$ cat src/rtl/fc_pkg.sv
`default_nettype none
// ============================================================================
// Module : fc_pkg
// Desc   : Shared widths, state encoding and saturation helpers for the
//          fully-connected output layer sequencer.
// Rev    : 1.0
// ============================================================================
package fc_pkg;

    localparam int c_n_in_def  = 3136;
    localparam int c_n_out_def = 10;
    localparam int c_in_w_def  = 30;
    localparam int c_w_w_def   = 9;
    localparam int c_out_w_def = 38;

    localparam int c_feat_aw_def = $clog2(c_n_in_def);
    localparam int c_w_aw_def    = $clog2(c_n_in_def * c_n_out_def);
    localparam int c_b_aw_def    = $clog2(c_n_out_def);
    localparam int c_acc_w_def   = c_in_w_def + c_w_w_def + $clog2(c_n_in_def);

    typedef enum logic [2:0] {
        ST_IDLE  = 3'd0,
        ST_RUN   = 3'd1,
        ST_DRAIN = 3'd2,
        ST_BIAS  = 3'd3,
        ST_OUT   = 3'd4,
        ST_FIN   = 3'd5
    } fc_state_e;

    function automatic int clog2_min1(input int value);
        return (value > 1) ? $clog2(value) : 1;
    endfunction

    // Largest / smallest value representable in an out_w-bit signed result.
    function automatic logic signed [63:0] sat_hi(input int out_w);
        return (64'sd1 <<< (out_w - 1)) - 64'sd1;
    endfunction

    function automatic logic signed [63:0] sat_lo(input int out_w);
        return -(64'sd1 <<< (out_w - 1));
    endfunction

endpackage
`default_nettype wire

$ cat src/rtl/fc_mac_pipe.sv
`default_nettype none
// ============================================================================
// Module : fc_mac_pipe
// Desc   : Registered signed product, non-wrapping accumulator, bias add and
//          output saturation for one neuron at a time.
// Rev    : 1.0
// ============================================================================
module fc_mac_pipe
    import fc_pkg::*;
#(
    parameter int IN_W  = c_in_w_def,
    parameter int W_W   = c_w_w_def,
    parameter int OUT_W = c_out_w_def,
    parameter int ACC_W = c_acc_w_def
) (
    input  logic             clk,
    input  logic             rst_n,
    input  logic             issue,
    input  logic             acc_clr,
    input  logic             bias_en,
    input  logic [IN_W-1:0]  feat_rdata,
    input  logic [W_W-1:0]   w_rdata,
    input  logic [W_W-1:0]   b_rdata,
    output logic [OUT_W-1:0] res_data
);

    localparam int c_prod_w = IN_W + W_W;
    localparam int c_sum_w  = ACC_W + 1;
    localparam logic signed [c_sum_w-1:0] c_sat_hi = c_sum_w'(sat_hi(OUT_W));
    localparam logic signed [c_sum_w-1:0] c_sat_lo = c_sum_w'(sat_lo(OUT_W));

    logic                       r_rd_vld;
    logic                       r_prod_vld;
    logic [c_prod_w-1:0]        r_prod;
    logic [ACC_W-1:0]           r_acc;
    logic [OUT_W-1:0]           r_res_data;

    logic [c_prod_w-1:0]        w_feat_ext;
    logic [c_prod_w-1:0]        w_wt_ext;
    logic [c_prod_w-1:0]        w_prod;
    logic signed [c_sum_w-1:0]  w_acc_ext;
    logic signed [c_sum_w-1:0]  w_bias_ext;
    logic signed [c_sum_w-1:0]  w_sum;

    // Operands pre-extended to the product width so the low bits are the exact signed product.
    assign w_feat_ext = {{W_W{feat_rdata[IN_W-1]}}, feat_rdata};
    assign w_wt_ext   = {{IN_W{w_rdata[W_W-1]}}, w_rdata};
    assign w_prod     = w_feat_ext * w_wt_ext;

    assign w_acc_ext  = {r_acc[ACC_W-1], r_acc};
    assign w_bias_ext = {{(c_sum_w-W_W){b_rdata[W_W-1]}}, b_rdata};
    assign w_sum      = w_acc_ext + w_bias_ext;

    always_ff @(posedge clk or negedge rst_n) begin
        if (!rst_n) begin
            r_rd_vld   <= 1'b0;
            r_prod_vld <= 1'b0;
            r_prod     <= '0;
            r_acc      <= '0;
            r_res_data <= '0;
        end else begin
            r_rd_vld   <= issue;
            r_prod_vld <= r_rd_vld;
            if (r_rd_vld) begin
                r_prod <= w_prod;
            end
            if (acc_clr) begin
                r_acc <= '0;
            end else if (r_prod_vld) begin
                r_acc <= r_acc + {{(ACC_W-c_prod_w){r_prod[c_prod_w-1]}}, r_prod};
            end
            if (bias_en) begin
                if (w_sum > c_sat_hi) begin
                    r_res_data <= c_sat_hi[OUT_W-1:0];
                end else if (w_sum < c_sat_lo) begin
                    r_res_data <= c_sat_lo[OUT_W-1:0];
                end else begin
                    r_res_data <= w_sum[OUT_W-1:0];
                end
            end
        end
    end

    assign res_data = r_res_data;

endmodule
`default_nettype wire

$ cat src/rtl/fc_layer_sched.sv
`default_nettype none
// ============================================================================
// Module : fc_layer_sched
// Desc   : Time-multiplexes one MAC pipeline across all output neurons,
//          streaming features/weights/bias and emitting one result per neuron.
// Rev    : 1.0
// ============================================================================
module fc_layer_sched
    import fc_pkg::*;
#(
    parameter int N_IN  = c_n_in_def,
    parameter int N_OUT = c_n_out_def,
    parameter int IN_W  = c_in_w_def,
    parameter int W_W   = c_w_w_def,
    parameter int OUT_W = c_out_w_def
) (
    input  logic                                 clk,
    input  logic                                 rst_n,
    input  logic                                 start,
    output logic                                 busy,
    output logic                                 done,
    output logic [clog2_min1(N_IN)-1:0]          feat_addr,
    input  logic [IN_W-1:0]                      feat_rdata,
    output logic [clog2_min1(N_IN*N_OUT)-1:0]    w_addr,
    input  logic [W_W-1:0]                       w_rdata,
    output logic [clog2_min1(N_OUT)-1:0]         b_addr,
    input  logic [W_W-1:0]                       b_rdata,
    output logic                                 res_valid,
    input  logic                                 res_ready,
    output logic [clog2_min1(N_OUT)-1:0]         res_idx,
    output logic [OUT_W-1:0]                     res_data
);

    localparam int c_faw   = clog2_min1(N_IN);
    localparam int c_waw   = clog2_min1(N_IN * N_OUT);
    localparam int c_baw   = clog2_min1(N_OUT);
    localparam int c_acc_w = IN_W + W_W + clog2_min1(N_IN);
    localparam logic [c_faw-1:0] c_last_i = c_faw'(N_IN - 1);
    localparam logic [c_baw-1:0] c_last_n = c_baw'(N_OUT - 1);

    fc_state_e         r_state;
    logic              r_busy;
    logic              r_done;
    logic              r_res_valid;
    logic [c_baw-1:0]  r_res_idx;
    logic [c_faw-1:0]  r_i;
    logic [c_waw-1:0]  r_w_addr;
    logic [c_baw-1:0]  r_n;
    logic              r_drain;

    logic              w_issue;
    logic              w_acc_clr;
    logic              w_bias_en;

    assign w_issue   = (r_state == ST_RUN);
    assign w_bias_en = (r_state == ST_BIAS);
    assign w_acc_clr = ((r_state == ST_IDLE) && start) || ((r_state == ST_OUT) && res_ready);

    always_ff @(posedge clk or negedge rst_n) begin
        if (!rst_n) begin
            r_state     <= ST_IDLE;
            r_busy      <= 1'b0;
            r_done      <= 1'b0;
            r_res_valid <= 1'b0;
            r_res_idx   <= '0;
            r_i         <= '0;
            r_w_addr    <= '0;
            r_n         <= '0;
            r_drain     <= 1'b0;
        end else begin
            r_done <= 1'b0;
            case (r_state)
                ST_IDLE: begin
                    if (start) begin
                        r_state  <= ST_RUN;
                        r_busy   <= 1'b1;
                        r_i      <= '0;
                        r_w_addr <= '0;
                        r_n      <= '0;
                    end
                end
                ST_RUN: begin
                    if (r_i == c_last_i) begin
                        r_state <= ST_DRAIN;
                        r_drain <= 1'b0;
                    end else begin
                        r_i      <= r_i + c_faw'(1);
                        r_w_addr <= r_w_addr + c_waw'(1);
                    end
                end
                ST_DRAIN: begin
                    if (r_drain) begin
                        r_state <= ST_BIAS;
                    end else begin
                        r_drain <= 1'b1;
                    end
                end
                ST_BIAS: begin
                    r_state     <= ST_OUT;
                    r_res_valid <= 1'b1;
                    r_res_idx   <= r_n;
                end
                ST_OUT: begin
                    if (res_ready) begin
                        r_res_valid <= 1'b0;
                        if (r_n == c_last_n) begin
                            r_state <= ST_FIN;
                            r_done  <= 1'b1;
                            r_busy  <= 1'b0;
                        end else begin
                            // Weight rows are contiguous, so the next row starts one past the last address.
                            r_state  <= ST_RUN;
                            r_n      <= r_n + c_baw'(1);
                            r_i      <= '0;
                            r_w_addr <= r_w_addr + c_waw'(1);
                        end
                    end
                end
                ST_FIN: begin
                    r_state <= ST_IDLE;
                end
                default: begin
                    r_state <= ST_IDLE;
                end
            endcase
        end
    end

    fc_mac_pipe #(
        .IN_W  (IN_W),
        .W_W   (W_W),
        .OUT_W (OUT_W),
        .ACC_W (c_acc_w)
    ) u_mac (
        .clk        (clk),
        .rst_n      (rst_n),
        .issue      (w_issue),
        .acc_clr    (w_acc_clr),
        .bias_en    (w_bias_en),
        .feat_rdata (feat_rdata),
        .w_rdata    (w_rdata),
        .b_rdata    (b_rdata),
        .res_data   (res_data)
    );

    assign busy      = r_busy;
    assign done      = r_done;
    assign feat_addr = r_i;
    assign w_addr    = r_w_addr;
    assign b_addr    = r_n;
    assign res_valid = r_res_valid;
    assign res_idx   = r_res_idx;

endmodule
`default_nettype wire

$ cat config.mk
export PLATFORM = sky130hd
export DESIGN_NAME = fc_layer_sched
export DESIGN_NICKNAME = d
export VERILOG_FILES = /design/src/rtl/fc_pkg.sv /design/src/rtl/fc_mac_pipe.sv /design/src/rtl/fc_layer_sched.sv
export SDC_FILE = /design/constraint.sdc
export NUM_CORES = 1
export LEC_CHECK = 0
export CAP_MARGIN = 20
export CORE_AREA = 2 2 251 191
export DETAILED_ROUTE_END_ITERATION = 8
export DIE_AREA = 0 0 253 193
export GPL_TIMING_DRIVEN = 0
export PLACE_DENSITY_LB_ADDON = 0.25
export SLEW_MARGIN = 10
export SYNTH_ARGS = -nofsm -noshare
export SYNTH_HDL_FRONTEND = slang
export SYNTH_SLANG_ARGS = --single-unit
$ cat constraint.sdc
create_clock -name clk -period 9.3 [get_ports clk]
set_input_delay 1.86 -clock clk [delete_from_list [all_inputs] [get_ports clk]]
set_output_delay 1.86 -clock clk [all_outputs]
set_load 0.005 [all_outputs]
==> flow_summary_export.csv, run 1 <==
group,metric,value,unit
timing,worst_slew_pin_slew,1.15,ns
global_routing,grt_usage,23.9,%
floorplan,coreArea,0.0466,mm^2
worst_setup_path,cp.arrival,9.10,ns
synthesis,synth.distinct_cells,86,
detailed_routing,wire_per_inst,18.0,um
global_routing,overflow,0,
placed_design,place_area,0.0235,mm^2
cts,clk_pin_slew,0.08,ns
power,peakVddDrop,0.217,mV
global_routing,grt_pass1_vias,17499,
hold_path,hold_class,"flop to flop",
synthesis,yosys_register_bits,172,
layout,ff_latch_area,0.00430,mm^2
timing,finalSetupViolations,0,
worst_setup_path,crit_fanout,16,
floorplan,die_area,0.0488,mm^2
timing,whs,0.456,ns
layout,area_growth,11.8,%
timing,slew_headroom,23.5,%
synthesis,syn_inst,2450,
detailed_routing,viasPerCell,5.72,
cts,cts.path.max_buffers,2,
floorplan,die_w,253,um
cts,cts_tree,"yes",
timing,layout_min_cycle_time,8.80,ns
global_routing,grt_util_met1,36.6,%
timing,slew_viol_final,0,
floorplan,num_rows,69,
worst_setup_path,startpoint_type,"input pin",
floorplan,initial_core_util,46.4,%
detailed_routing,routed-via-count,18313,
floorplan,ios,128,
status,outcome,"complete, no violations",
power,leakage,11.4,nW
synthesis,seq_area_frac_synth,19.9,%
synthesis,postSynth.asyncResetShare,100,%
timing,hold_viol_final,0,
global_routing,grt_busiest_layer,"met1",
global_routing,gr-usage-met3,4.35,%
synthesis,synth_ff_type,"dfrtp_1",
timing,rsz0062_at_grt,"false",
floorplan,die_y,193,um
cts,cts_hold_buf,0,
placed_design,globalplace.congestion,0.918,
worst_setup_path,required,9.60,ns
timing,fin_skew,0.0150,ns
layout,final_area,0.0242,mm^2
cts,htree_levels,4,
layout,n_fill_cell,4364,
global_routing,grt_max_degree,89,
layout,fin_util,51.8,%
layout,drive_above_1_share,5.12,%
detailed_routing,wirelength,57.7,mm
layout,fin_nets,3043,
synthesis,synth_edf_count,0,
global_routing,antenna_found_initial,1,
synthesis,avgSynthCellArea,8.82,um^2
cts,clock-sinks,172,
global_routing,met2_usage,35.2,%
worst_setup_path,critPathCaptureType,"flop",
global_routing,grt_first_pass_wirelength,92.9,mm
placed_design,dp.final_hpwl,47.2,mm
detailed_routing,dr.first_iter.drc_count,1514,
cts,clock-root-buffer,"clkbuf_16",
detailed_routing,dr.pass1.iters,5,
cts,cts_made_buffers,17,
cts,insertion_delay,0.45,ns
timing,fin_crit_sh,94.6,%
placed_design,io_buffers,112,
layout,multi_input_area,0.0162,mm^2
timing,fmax,114,MHz
power,cellPowerDensity,386,mW/mm^2
synthesis,yosysWarnings,0,
detailed_routing,drc,0,
job,drv_cap,0,
worst_setup_path,critPathKind,"input pin to flop",
synthesis,synth_nets,2906,
detailed_routing,drtAntennaViolNets,0,
synthesis,syn_area,0.0216,mm^2
## registers in the layout, indices dropped and copies added, names as in the netlist
signal,cells
res_idx,4
res_valid,1
r_drain,1
done,1
u_mac.r_acc,51
u_mac.res_data,38
u_mac.r_prod_vld,1
u_mac.r_rd_vld,1
b_addr,4
w_addr,15
u_mac.r_prod,39
busy,1
r_state,3
feat_addr,12
## Yosys cell counts, types with 27 or more instances
library cell / count / area [um^2]
a211oi_1: 27 / 203
a21o_1: 70 / 526
a21oi_1: 152 / 761
and2_1: 150 / 938
clkbuf_1: 69 / 259
dfrtp_1: 172 / 4300
fa_1: 219 / 4380
ha_1: 185 / 2310
inv_1: 167 / 627
mux2_2: 34 / 383
mux2i_1: 36 / 360
nand2_1: 257 / 965
nand3_1: 52 / 260
nand4_1: 34 / 213
nor2_1: 219 / 822
o21ai_0: 104 / 521
o21ai_1: 44 / 220
xnor2_1: 78 / 683
xor2_1: 47 / 412
## through the flow
| stage | worst slack, ns | power, mW | instances | setup TNS, ns |
|---|---|---|---|---|
| 3_5_place_dp | -0.191 | 8.55 | 3167 | -0.320 |
| 4_1_cts | 0.253 | 9.35 | 3199 | 0 |
| 3_3_place_gp | -0.730 | 8.42 | 3165 | -121.53 |
| 6_report | 0.501 | 9.33 | 3204 | 0 |
| 5_1_grt | 0.121 | 10.3 | 3203 | 0 |
| 2_1_floorplan | 1.97 | 7.02 | 2450 | 0 |
## kinds of logic after synthesis
family                   count (synthesis)  share of synthesized area (%)
flip-flops                             172                           19.9
XOR/XNOR                               125                           5.06
multiplexers                            70                           3.44
AND/OR/NAND/NOR                        834                           18.5
AO/OA/AOI/OAI                          574                           17.2
buffers and inverters                  271                           4.96
adder cells (fa/ha/maj)                404                           31.0
## placed cells by master (no fill, tap or decap), types with 25 or more instances in the layout
cell type and count:
clkbuf_1 69, fa_1 219, nor3_1 25, mux2_2 34, buf_2 25, xor2_1 47
a21oi_1 152, inv_1 167, nand3_1 52, nand4_1 34, o21ai_0 104, dfrtp_1 172
clkdlybuf4s50_1 110, xnor2_1 78, o21ai_1 44, o21bai_1 25, nand2_1 257, nor2_1 219
o21a_1 25, a211oi_1 27, ha_1 185, and2_1 150, a21o_1 70, mux2i_1 36
## layer usage
metal	vias to the layer above	wire (um)
met5	-	7
met3	49	3740
met4	2	545
met1	9060	28100
li1	8698	-
met2	504	25300
## path summary, 6_finish.rpt
kind / from / end / depth (start not counted) / slack [ns]
setup / recovery: w_rdata[8] / u_mac.r_prod[37] / 22 / 0.50
hold / removal: u_mac.r_rd_vld / u_mac.r_prod_vld / 0 / 0.46
setup reg to reg: u_mac.r_acc[12] / u_mac.res_data[22] / 14 / 4.56
hold reg to reg: u_mac.r_rd_vld / u_mac.r_prod_vld / 0 / 0.46
max in group asynchronous: rst_n / u_mac.r_acc[5] / 2 / 7.05
min in group asynchronous: rst_n / feat_addr[9] / 1 / 1.38
## worst max-delay path, cell delays in order
cell and delay (ns):
clkdlybuf4s50_1 0.75, clkinvlp_4 0.19, buf_4 0.27, clkbuf_1 0.59, nor2_1 0.16, fa_1 0.53, fa_1 0.52, fa_1 0.51
fa_1 0.43, ha_1 0.28, ha_1 0.25, a2111o_1 0.41, a311oi_1 0.37, nor2_1 0.18, a311o_1 0.43, nand3_1 0.14
a21boi_1 0.11, o41ai_1 0.40, o21ai_1 0.19, o41ai_2 0.25, xor2_1 0.18, a21oi_1 0.08
## area by class of cell
type / count / share of cell area (%)
well taps: 603 / 3.12
diodes: 1 / 0.0104
inverters: 169 / 2.64
flip-flops and latches: 172 / 17.8
multi-input cells: 2007 / 67.2
plain buffers: 101 / 1.80
repair buffers: 119 / 4.99
clock buffers: 19 / 1.83
clock inverters: 13 / 0.601
## report_power, final
group / switching, mW / leakage [nW] / internal, mW
registers: 0.221 / 1.97 / 1.04
clock network: 0.343 / 0.285 / 0.389
logic: 4.08 / 9.19 / 3.25
total: 4.64 / 11.4 / 4.68
## what timing repair did
item	4_1_cts	5_1_grt
endpoints found under the setup margin	0	3
buffers inserted	0	3
resized for setup	0	1
Note: power is estimated with default switching activity, not from simulation.
==> run 2: changes to the inputs <==
Settings changed: MAX_ROUTING_LAYER set to met4, SETUP_SLACK_MARGIN set to 0.1.
Clock period 9.3 ns to 8.8 ns, I/O delays scaled along.
==> run 2 against run 1 <==
  * Clock power is 19% higher
  * Total power grew 6.8%
  * Sequential share of layout area barely moved
==> flow_summary_export.csv, run 2 (synthesis results as in run 1) <==
group,metric,value,unit
status,outcome,"complete, no violations",
timing,rsz0062_at_grt,"false",
worst_setup_path,cp.arrival,8.37,ns
power,cellPowerDensity,412,mW/mm^2
layout,drive_above_1_share,5.01,%
power,leakage,11.5,nW
layout,top_register,"u_mac.r_acc",
global_routing,overflow,0,
layout,final_cell_mix,"nand2_1, nor2_1, fa_1",
power,power.total,9.97,mW
global_routing,grt_pass1_vias,17509,
timing,slew_viol_final,0,
worst_setup_path,r2r_end,"u_mac.res_data[33]",
cts,clk_pin_slew,0.07,ns
layout,final_common_cell,"nand2_1",
worst_setup_path,startpoint_type,"input pin",
layout,area_growth,12.0,%
detailed_routing,dr.pass1.iters,5,
layout,n_fill_cell,4358,
floorplan,initial_core_util,46.4,%
floorplan,die_y,193,um
placed_design,place_area,0.0235,mm^2
power,seqPwrFrac,13.4,%
cts,insertion_delay,0.46,ns
layout,multi_input_area,0.0162,mm^2
timing,layout_min_cycle_time,8.05,ns
detailed_routing,wirelength,58.1,mm
cts,cts.path.max_buffers,2,
layout,diodes,0,
hold_path,hold_class,"flop to flop",
hold_path,hp-start,"u_mac.r_rd_vld",
timing,fin_skew,0.0107,ns
global_routing,antenna_found_initial,1,
power,comb_power_share,77.8,%
timing,slew_headroom,24.2,%
placed_design,globalplace.congestion,0.956,
cts,clock-sinks,172,
job,drv_cap,0,
timing,worst_slew_pin_slew,1.14,ns
cts,htree_levels,4,
worst_setup_path,critPathCaptureType,"flop",
power,switching_share,49.2,%
timing,hold_viol_final,0,
global_routing,grt_usage,24.6,%
layout,final_area,0.0242,mm^2
worst_setup_path,r2r_cells,14,
detailed_routing,viasPerCell,5.73,
hold_path,holdPathStages,0,
layout,largest_reg_flops,51,
detailed_routing,dr.first_iter.drc_count,1356,
timing,fin_crit_sh,91.5,%
hold_path,min_delay_worst_endpoint,"u_mac.r_prod_vld",
floorplan,coreArea,0.0466,mm^2
cts,clock-root-buffer,"clkbuf_16",
power,p_clk_share,8.7,%
detailed_routing,drtAntennaViolNets,0,
power,peakVddDrop,0.240,mV
placed_design,io_buffers,112,
detailed_routing,drc,0,
floorplan,die_w,253,um
global_routing,grt_max_degree,92,
floorplan,die_area,0.0488,mm^2
cts,post-cts-setup-buffer-count,0,
power,p_sw,4.90,mW
detailed_routing,wire_per_inst,18.1,um
global_routing,grt_first_pass_wirelength,92.4,mm
cts,cts_made_buffers,17,
placed_design,dp.final_hpwl,47.3,mm
floorplan,num_rows,69,
layout,ff_latch_area,0.00430,mm^2
worst_setup_path,required,9.12,ns
detailed_routing,routed-via-count,18319,
layout,fin_nets,3040,
floorplan,ios,128,
timing,finalSetupViolations,0,
timing,fmax,124,MHz
worst_setup_path,reg2reg_from,"u_mac.r_acc[34]",
worst_setup_path,crit_fanout,10,
power,p_int,5.07,mW
cts,cts_tree,"yes",
worst_setup_path,r2r_slack,4.08,ns
worst_setup_path,critPathKind,"input pin to flop",
==> run 2: cell types whose count changed in the layout (fill, tap and decap cells not counted), sizes merged, moves of 3 or more <==
cell	before	now
clkinvlp	3	0
bufinv	1	5
buf	39	35
clkbuf	90	93
clkinv	2	5
inv	176	170
==> run 2: worst max-delay path, stage by stage <==
cell and delay [ns]:
clkbuf_2 0.28, clkinv_2 0.30, clkbuf_2 0.34, nor2_1 0.22, fa_1 0.44, fa_1 0.52, fa_1 0.56, fa_1 0.50
ha_1 0.31, ha_1 0.37, a2111o_1 0.39, a311oi_1 0.34, nor2_1 0.18, a311o_1 0.44, nand3_1 0.14, a21boi_1 0.11
o41ai_1 0.43, o21ai_1 0.20, o41ai_2 0.25, xor2_1 0.19, a21oi_1 0.08
==> run 2: power by group through the flow <==
stage	clock (mW)	sequential [mW]	combinational, mW
global route	0.912	1.37	8.72
CTS	0.882	1.34	7.76
detailed placement	0	1.36	7.69
floorplan	0	1.26	6.16
finish	0.872	1.34	7.76
global placement	0	1.35	7.55
==> run 2: layer usage <==
layer  up-vias  wire, um  GRT usage, %
met5         -         0             -
met4         0       454          3.71
met3        44      3440          4.83
met2       413     25200          35.2
met1      9173     28900          36.5
li1       8689         -             -
==> run 2: final cells by class <==
| type | count | share of cell area, % |
|---|---|---|
| multi-input combinational | 2007 | 67.1 |
| sequential | 172 | 17.8 |
| timing repair buffer | 115 | 4.84 |
| tap | 603 | 3.12 |
| inverter | 169 | 2.63 |
| clock buffer | 20 | 1.89 |
| buffer | 102 | 1.81 |
| clock inverter | 11 | 0.858 |
==> run 2: timing repair <==
item	in CTS	in global routing
hold buffers	0	0
setup endpoints to repair	3	3
pin swaps	0	0
gates resized for setup	2	4
==> run 2: how the worst max path moves through the flow <==
stage / slack (ns) / end / startpoint / cells after the start
after global placement: -1.13 / u_mac.r_prod[4] / rst_n / 1
final: 0.75 / u_mac.r_prod[37] / w_rdata[8] / 21
after CTS: 0.32 / u_mac.r_prod[37] / w_rdata[8] / 21
after global routing: 0.28 / u_mac.r_prod[37] / w_rdata[8] / 21
after floorplan: 1.57 / u_mac.r_prod[37] / w_rdata[8] / 20
after detailed placement: -0.60 / u_mac.r_prod[37] / w_rdata[8] / 21
==> run 2: stage by stage <==
| step | std cells | TNS (ns) | hold slack [ns] | setup WS (ns) | util (%) |
|---|---|---|---|---|---|
| floorplan | 2450 | 0 | 0.352 | 1.57 | - |
| CTS | 3198 | 0 | 0.480 | 0.317 | 51.9 |
| finish | 3199 | 0 | 0.459 | 0.746 | 51.9 |
| global route | 3199 | 0 | 0.465 | 0.285 | 51.9 |
| global placement | 3165 | -192.68 | 0.463 | -1.13 | 50.4 |
| detailed placement | 3167 | -2.42 | 0.469 | -0.605 | 50.5 |
